[src/rtl/seven_seg_scanner.sv]
// ============================================================================
// seven_seg_scanner : 4-digit multiplexed 7-seg driver with frame snapshot and
//                     inter-digit blanking.                    Rev 1.0
// ============================================================================
`default_nettype none

module seven_seg_scanner #(
  parameter int DIGIT_CYCLES = 50000,
  parameter int BLANK_CYCLES = 500
) (
  input  logic        clk,
  input  logic        rst,
  input  logic        en,
  input  logic [27:0] displ,
  output logic [6:0]  seg,
  output logic [3:0]  an,
  output logic        frame_done
);

  localparam int                CNT_W       = $clog2(DIGIT_CYCLES);
  localparam logic [CNT_W-1:0]  C_CNT_LAST  = CNT_W'(DIGIT_CYCLES - 1);
  localparam logic [CNT_W-1:0]  C_BLANK_END = CNT_W'(BLANK_CYCLES);
  localparam logic [CNT_W-1:0]  C_CNT_ONE   = CNT_W'(1);

  localparam logic [0:0] S_BLANK = 1'b0;
  localparam logic [0:0] S_DRIVE = 1'b1;

  logic [CNT_W-1:0] r_cnt;
  logic [1:0]       r_dig;
  logic [27:0]      r_snap;
  logic [0:0]       r_state;

  logic [CNT_W-1:0] w_cnt_nxt;
  logic [1:0]       w_dig_nxt;
  logic [0:0]       w_state_nxt;
  logic             w_cnt_wrap;
  logic             w_frame_start;

  logic [3:0]       w_an_nxt;
  logic [6:0]       w_seg_nxt;
  logic             w_fd_nxt;

  logic [3:0]       r_an;
  logic [6:0]       r_seg;
  logic             r_fd;

  assign w_cnt_wrap    = (r_cnt == C_CNT_LAST);
  assign w_frame_start = en && (r_cnt == '0) && (r_dig == 2'd0);

  // Slot counter and digit index; disabling clears both so the scan restarts.
  always_comb begin
    w_cnt_nxt = r_cnt;
    w_dig_nxt = r_dig;
    if (!en) begin
      w_cnt_nxt = '0;
      w_dig_nxt = 2'd0;
    end else if (w_cnt_wrap) begin
      w_cnt_nxt = '0;
      w_dig_nxt = r_dig + 2'd1;
    end else begin
      w_cnt_nxt = r_cnt + C_CNT_ONE;
    end
  end

  always_ff @(posedge clk or posedge rst) begin
    if (rst) begin
      r_cnt <= '0;
      r_dig <= 2'd0;
    end else begin
      r_cnt <= w_cnt_nxt;
      r_dig <= w_dig_nxt;
    end
  end

  always_ff @(posedge clk or posedge rst) begin
    if (rst) begin
      r_snap <= 28'h0;
    end else if (w_frame_start) begin
      r_snap <= displ;
    end
  end

  // r_state tracks the phase of the current r_cnt value.
  always_ff @(posedge clk or posedge rst) begin
    if (rst) begin
      r_state <= S_BLANK;
    end else begin
      r_state <= w_state_nxt;
    end
  end

  always_comb begin
    w_state_nxt = (w_cnt_nxt < C_BLANK_END) ? S_BLANK : S_DRIVE;
  end

  always_comb begin
    w_an_nxt  = 4'hF;
    w_seg_nxt = 7'h7F;
    w_fd_nxt  = 1'b0;
    if (en) begin
      w_fd_nxt = w_cnt_wrap && (r_dig == 2'd3);
      if (r_state == S_DRIVE) begin
        case (r_dig)
          2'd0: begin
            w_an_nxt  = 4'b1110;
            w_seg_nxt = r_snap[6:0];
          end
          2'd1: begin
            w_an_nxt  = 4'b1101;
            w_seg_nxt = r_snap[13:7];
          end
          2'd2: begin
            w_an_nxt  = 4'b1011;
            w_seg_nxt = r_snap[20:14];
          end
          default: begin
            w_an_nxt  = 4'b0111;
            w_seg_nxt = r_snap[27:21];
          end
        endcase
      end
    end
  end

  // Output registers; async reset blanks the display without a clock edge.
  always_ff @(posedge clk or posedge rst) begin
    if (rst) begin
      r_an  <= 4'hF;
      r_seg <= 7'h7F;
      r_fd  <= 1'b0;
    end else begin
      r_an  <= w_an_nxt;
      r_seg <= w_seg_nxt;
      r_fd  <= w_fd_nxt;
    end
  end

  assign an         = r_an;
  assign seg        = r_seg;
  assign frame_done = r_fd;

endmodule

`default_nettype wire
[config.mk]
export PLATFORM = sky130hd
export DESIGN_NAME = seven_seg_scanner
export DESIGN_NICKNAME = d
export VERILOG_FILES = /design/src/rtl/seven_seg_scanner.sv
export SDC_FILE = /design/constraint.sdc
export NUM_CORES = 1
export LEC_CHECK = 0
export CAP_MARGIN = 20
export CORE_UTILIZATION = 45
export CTS_CLUSTER_DIAMETER = 30
export DETAILED_ROUTE_END_ITERATION = 6
export PLACE_DENSITY = 0.64
export SYNTH_ARGS = -nofsm -noshare
export SYNTH_HDL_FRONTEND = slang
export SYNTH_SLANG_ARGS = --single-unit
[constraint.sdc]
create_clock -name clk -period 5 [get_ports clk]
set_input_delay 1 -clock clk [delete_from_list [all_inputs] [get_ports clk]]
set_output_delay 1 -clock clk [all_outputs]
set_load 0.02 [all_outputs]
Word-level counts from Yosys, hierarchy flattened
Cells that the tools add are included.

word-level totals
  flip-flop bits (word level) = 59
  input port bits = 31
  output and inout bits = 12
  word-level logic and storage cells = 32

operators by class
  add/subtract/negate cells = 2
  $lt $le $gt $ge = 1
  equality and inequality tests = 5
  multiplexer cells = 12
  reduce and logical (&&, ||, !) cells = 5

operators with widths
  operator                 number
  $mux W16                 2
  $pmux W7 S3              1
  $add A16 B1 Y16 const B  1
  $eq A16 B16 Y1 const B   1
  $logic_not A16 Y1        1
  $lt A16 B9 Y1 const B    1
  $mux W7                  2
  $pmux W4 S3              1
  $mux W4                  2
  $eq A2 B2 Y1 const B     2
  $mux W2                  2
  $logic_and A1 B1 Y1      3
  $add A2 B1 Y2 const B    1
  $eq A2 B1 Y1 const B     1
  $logic_not A2 Y1         1
  $mux W1                  2
  $ne A2 B1 Y1 const B     1

Depth between registers and ports, before layout
Gate-level depths: netlist of run 1.

  word-level depth = 5
  mapped depth = 8
  gate-level depth less buffers = 6

Least setup slack after synthesis of run 1
Ideal clock, no wire load.

  path type = input-to-reg
  start = input port en
  end = register r_snap[0]
  setup time = 125 ps
  data arrival time = 1990 ps
  required time = 4875 ps
  path slack = 2885 ps
  stages on the path = 4
  buffers on the path = 1
  path through = nand4_1 -> nor2_2 -> buf_2 -> mux2_2

on the way
  longest elaborated chain between the ends = 2

RTL lines
  element                           line  source
  from (decl)                       13    input logic en,
  $logic_and A1 B1 Y1 (2 in a row)  48    assign w_frame_start = en && (r_cnt == '0) && (r_dig == 2'd0);
  to (signal assigned)              79    r_snap <= displ;
  to (decl)                         30    logic [27:0] r_snap;

No other way between the ends.
A chain may end at the register's enable or synchronous reset.

Worst setup path in the final report of run 1
  start = register r_seg[5] (netlist: seg[5])
  end = output port seg[5]

RTL lines
  element                 line  source
  from (decl)             44    logic [6:0] r_seg;
  from (signal assigned)  133   r_seg <= w_seg_nxt;
  to (decl)               15    output logic [6:0] seg,

No word-level cell between the ends.

==> results of run 1 <==
-- cells in the final DEF (no fill, tap or decap), types with 2 or more instances in the layout --
master,count
dfrtp_1,48
clkdlybuf4s50_1,42
mux2_2,28
nand2_1,25
nor2_1,22
xnor2_1,11
dfstp_2,11
clkbuf_8,11
inv_1,10
o21ai_0,8
xor2_1,7
a222oi_1,7
ha_1,7
nand3_1,6
nor4_1,4
nor3_1,3
nand4_1,3
and3_1,3
and2_1,3
nor2b_1,2
nand3b_1,2
o31ai_1,2
a31oi_1,2
clkinvlp_4,2
buf_4,2
-- sequential cells by signal, indices dropped and copies added (netlist names) --
register    flops
frame_done      1
r_cnt          16
r_dig           2
seg             7
an              4
r_state         1
r_snap         28
-- power by group --
group | switching [mW] | internal [mW]
combinational | 0.0594 | 0.0903
clock | 0.183 | 0.257
sequential | 0.0337 | 0.539
total | 0.276 | 0.886
-- per-layer routing --
| layer | part of all wire, % | GRT usage [%] | routed length, um | vias up |
|---|---|---|---|---|
| met5 | 0 | 0 | 0 | - |
| met4 | 1.1 | 8.21 | 58 | 0 |
| met3 | 4.0 | 3.78 | 217 | 6 |
| met2 | 44 | 26.2 | 2380 | 45 |
| met1 | 51 | 28.5 | 2770 | 922 |
| li1 | - | - | - | 941 |
-- cell type report --
cell class                 count  area, sq um  area share [%]
sequential                    59         1490            42.9
clock inverter                 4         50.0            1.44
inverter                      11         41.3            1.19
timing repair buffer          44          435            12.5
multi-input combinational    164         1210            34.8
tap                           75         93.8            2.70
clock buffer                  12          155            4.47
-- cells by family (layout without fill, tap and decap cells) --
logic type | count (synthesis) | after routing | synth area share (%)
adders and majority gates | 7 | 7 | 3.08
muxes | 29 | 29 | 11.4
xor gates and xnor gates | 18 | 18 | 5.55
AOI/OAI and AO/OA | 26 | 26 | 6.87
and+or+nand+nor | 84 | 84 | 15.5
DFF | 59 | 59 | 52.4
buffers and inverters | 25 | 71 | 5.06
-- worst min-delay path, delay by kind of cell, from the launching register on --
family / cells / cell delay, ns
flip-flops: 1 / 0.34
AO/OA/AOI/OAI: 1 / 0.07
AND/OR/NAND/NOR: 1 / 0.06
-- metrics by stage --
step                cells  worst slack [ns]  instance area (sq um)  power (mW)  hold slack, ns
floorplan             248              2.56                   2840       0.679           0.464
global placement      353              2.35                   3270       0.725           0.480
detailed placement    353              2.34                   3270       0.732           0.488
CTS                   369              2.53                   3470        1.17           0.501
global route          369              2.35                   3470        1.23           0.525
finish                369              2.56                   3470        1.16           0.502
-- how the worst max path moves through the flow --
stage | end | cells past startpoint | from
finish | seg[5] | 1 | seg[5]
global route | r_cnt[7] | 5 | r_cnt[0]
CTS | r_cnt[12] | 5 | r_cnt[0]
detailed placement | r_snap[10] | 5 | en
global placement | r_snap[21] | 5 | en
floorplan | frame_done | 1 | rst
==> metrics, run 1 <==
Seq/Total Area, Yosys 52.4%; Slew Limit Headroom 56.8%; first-pass GRT wire length 9.21 mm; Setup Buffers After CTS 0; Yosys top cell area share 42.3%; Synth area leaders dfrtp_1 (42%), mux2_2 (11%), dfstp_2 (10%), xnor2_1 (3.4%), nand2_1 (3.3%); FMAX 410 MHz; global route total overflow 0; Vias/cell around 5.2; final hold violation count 0; cell class contributing the biggest share of worst-path delay buffers and inverters; Hold Path Class flop to flop; CP required about 4.0 ns; Wirelength per Cell about 15 um; fill count between 500 and 600; largest net degree at the start of global routing 33; synth unique cells 46; post-route ant nets 0; WS Path Type flop to output port; Worst setup EP type output port; initial antenna violation count 0; Synth area leader dfrtp_1; RD Place Congestion between 0.8 and 0.9; cts repair resizes 0; Core Util, Final 58.0%; DRT Pass-1 Iters 5; worst skew pair latency 0.33 ns; cells after synthesis 248; Rows 28; Post-synth EDFFs 0; crit path max fanout 1; Cell Pwr Density roughly 330 nW/um^2; clock slew seen by the registers of the worst setup and hold paths 0.07 ns; Final Slew Violations 0; Async S/R FF share, synth 100%; CP arrival 1.44 ns; chip width 81.5 um; R2R cell count 5; Avg Cell Area, Syn 11.5 sq um; CTS max path bufs 2; # DRC 0; ANT cells 0; DIE HEIGHT 81.5 um; setup TNS 0 ns; clk root buf clkbuf_8; Setup-failing EPs final 0; vias in the first global route about 1,900; most common cell in the synthesized netlist dfrtp_1; Synth warnings 0; total die area about 6600 sq um; H-tree levels 3; Final period util 48.8%; worst hold start r_snap[24]; layout cells sized above 1 between 20% and 30%; hold depth 2; worst flop-to-flop path endpoint r_cnt[12]; PortBufs 42; synth-to-layout area growth 22.2%; detailed router's first-iteration violation count 143; flops & latches, synth 59; unrepaired setup endpoints after global routing no; Synth Net Count 286; clk sink count 59; starting density of the core 47.4%; CTS tree built; critical path cell sequence clkdlybuf4s50_1; wirelength, routed 5.43 mm; hold path endpoint seg[3]; worst clock skew between 0.01 and 0.015 ns; Slew @ Worst Pin 0.647 ns; Crit-path slowest cell clkdlybuf4s50_1; Commonest cells post-synth dfrtp_1 (48), mux2_2 (28), nand2_1 (25), nor2_1 (22); Vias 1,914; fin crit period 2.44 ns; dpl hpwl roughly 3.8 mm; RR Startpoint r_cnt[0]; Num CTS Buffers 9; CTS Hold Bufs 0; status finished, final reports clean; Max IR drop VDD 0.000222 V; # IOs 43; top_reg_cell synth dfrtp_1; r2r setup slk about 2.6 ns; core area 5990 sq um; Critical Path Source Type flop; Critical path buffers and inverters 1; synthesized cell area ~2800 sq um; GRT Total Usage between 10% and 20%; Max Cap Viol 0; NumNets Final 327; Max stage delay on crit path 0.60 ns; Static Leak 1.47 nW
Note: power is estimated with default switching activity, not from simulation.
==> run 2: changes to the inputs <==
--- a/config.mk
+++ b/config.mk
@@ -9,7 +9,7 @@
 export CORE_UTILIZATION = 45
 export CTS_CLUSTER_DIAMETER = 30
 export DETAILED_ROUTE_END_ITERATION = 6
-export PLACE_DENSITY = 0.64
+export PLACE_DENSITY = 0.67
 export SYNTH_ARGS = -nofsm -noshare
 export SYNTH_HDL_FRONTEND = slang
 export SYNTH_SLANG_ARGS = --single-unit
==> constraint.sdc (replaced) <==
create_clock -name clk -period 2.1 [get_ports clk]
set_input_delay 0.42 -clock clk [delete_from_list [all_inputs] [get_ports clk]]
set_output_delay 0.42 -clock clk [all_outputs]
set_load 0.02 [all_outputs]
==> metrics, run 2 (synthesis results as in run 1) <==
status finished, final reports clean; most common cell after layout, fill and taps aside dfrtp_1; post-route ant nets 0; chip width 81.5 um; # DRC 0; CTS Hold Bufs 0; Final Cell Area 3610 sq um; largest net degree at the start of global routing 60; final worst slack approximately 0.12 ns; Largest register FFs 28; Worst setup EP type flop; Largest Register r_snap; fin crit period 1.98 ns; worst skew pair latency approximately 0.33 ns; Setup Buffers After CTS 0; Critical Path Source Type flop; clock slew seen by the registers of the worst setup and hold paths around 0.06 ns; Wirelength per Cell 15.0 um; core area ~6000 sq um; Reg area 1490 sq um; WS Path Type flop to flop; dpl hpwl 4.03 mm; Placement Cell Area around 3400 sq um; PortBufs between 40 and 50; total die area 6640 sq um; setup TNS 0 ns; Cell Pwr Density 773 nW/um^2; Setup-failing EPs final 0; CP required ~2.3 ns; Max Cap Viol 0; Max IR drop VDD 0.000536 V; Slew @ Worst Pin roughly 0.45 ns; global route total overflow 0; Rows 28; layout cells sized above 1 between 20% and 30%; ANT cells 0; vias in the first global route approximately 1,900; # IOs 43; CTS max path bufs 2; cts repair resizes 0; clk sink count 59; synth-to-layout area growth 26.9%; initial antenna violation count 0; RD Place Congestion roughly 0.89; Hold Path Class input port to async pin; fill count 501; most frequent cells in the layout dfrtp_1 (48), clkdlybuf4s50_1 (42), mux2_2 (28); NumNets Final 340; Num CTS Buffers 9; Final Slew Violations 0; r2r setup slk 0.12 ns; GRT Total Usage between 10% and 20%; final hold violation count 0; FMAX 505 MHz; DIE HEIGHT 81.5 um; clk root buf clkbuf_8; worst clock skew 0.00823 ns; Vias 1,985; CTS tree built; detailed router's first-iteration violation count 191; Slew Limit Headroom 70.3%; Vias/cell just over 5; DRT Pass-1 Iters 5; first-pass GRT wire length 9.38 mm; Core Util, Final 60.2%; pre-CTS WS 0.124 ns; area occupied by multi-input gates 1210 sq um; Final period util 94.4%; CP arrival 2.17 ns; crit path max fanout 10; starting density of the core 47.4%; wirelength, routed 5.74 mm; H-tree levels 3; unrepaired setup endpoints after global routing no; Static Leak between 1.5 and 2 nW
## run 2: cell types whose count changed in the layout (fill, tap and decap cells not counted)
| cell | delta |
|---|---|
| buf_12 | +3 |
| buf_4 | +10 |
| clkinv_2 | +1 |
| clkinv_4 | +1 |
| clkinvlp_4 | -2 |
## run 2: worst max-delay path: stages (launching register included)
cell	delay, ns
dfrtp_1	0.53
and4_4	0.31
nand4_4	0.09
or4_4	0.52
a221oi_2	0.27
a31oi_1	0.12
## run 2: cell type report
| type | count | share of cell area (%) |
|---|---|---|
| clock buffer | 12 | 4.30 |
| multi-input combinational | 164 | 33.5 |
| tap | 75 | 2.60 |
| sequential | 59 | 41.3 |
| timing repair buffer | 57 | 15.8 |
| clock inverter | 4 | 1.35 |
| inverter | 11 | 1.14 |
## run 2: path summary, 6_finish.rpt
path,to,start,cells after the start
hold / removal,frame_done,rst,3
max in group asynchronous,seg[4],rst,3
min in group clk,seg[0],r_snap[21],2
hold reg to reg,seg[0],r_snap[21],2
setup / recovery,r_state,r_cnt[5],5
setup reg to reg,r_state,r_cnt[5],5
## run 2: routing by layer
layer	GRT usage, %	part of all wire [%]	up-vias
met1	28.9	50	969
li1	-	-	966
met2	27.3	46	43
met4	8.04	0.99	0
met5	0	0	-
met3	4.00	3.0	7
## run 2: report_power, final
group	internal, mW	total, mW	leakage (nW)	switching (mW)
combinational	0.231	0.377	0.727	0.147
clock	0.611	1.04	0.106	0.434
sequential	1.28	1.37	0.722	0.0813
total	2.13	2.79	1.55	0.662
## run 2: per-stage QoR
step | hold slack [ns] | power [mW] | instances
after floorplan | 0.464 | 1.62 | 248
after global placement | 0.484 | 1.74 | 366
after detailed placement | 0.491 | 1.76 | 366
after CTS | 0.488 | 2.82 | 382
after global routing | 0.513 | 2.93 | 382
final | 0.470 | 2.79 | 382
==> run 3: changes to the inputs <==
--- a/config.mk
+++ b/config.mk
@@ -13,3 +13,4 @@
 export SYNTH_ARGS = -nofsm -noshare
 export SYNTH_HDL_FRONTEND = slang
 export SYNTH_SLANG_ARGS = --single-unit
+export TNS_END_PERCENT = 50
==> results of run 3 <==
Final layout, timing and power as in run 2 (identical DEF).
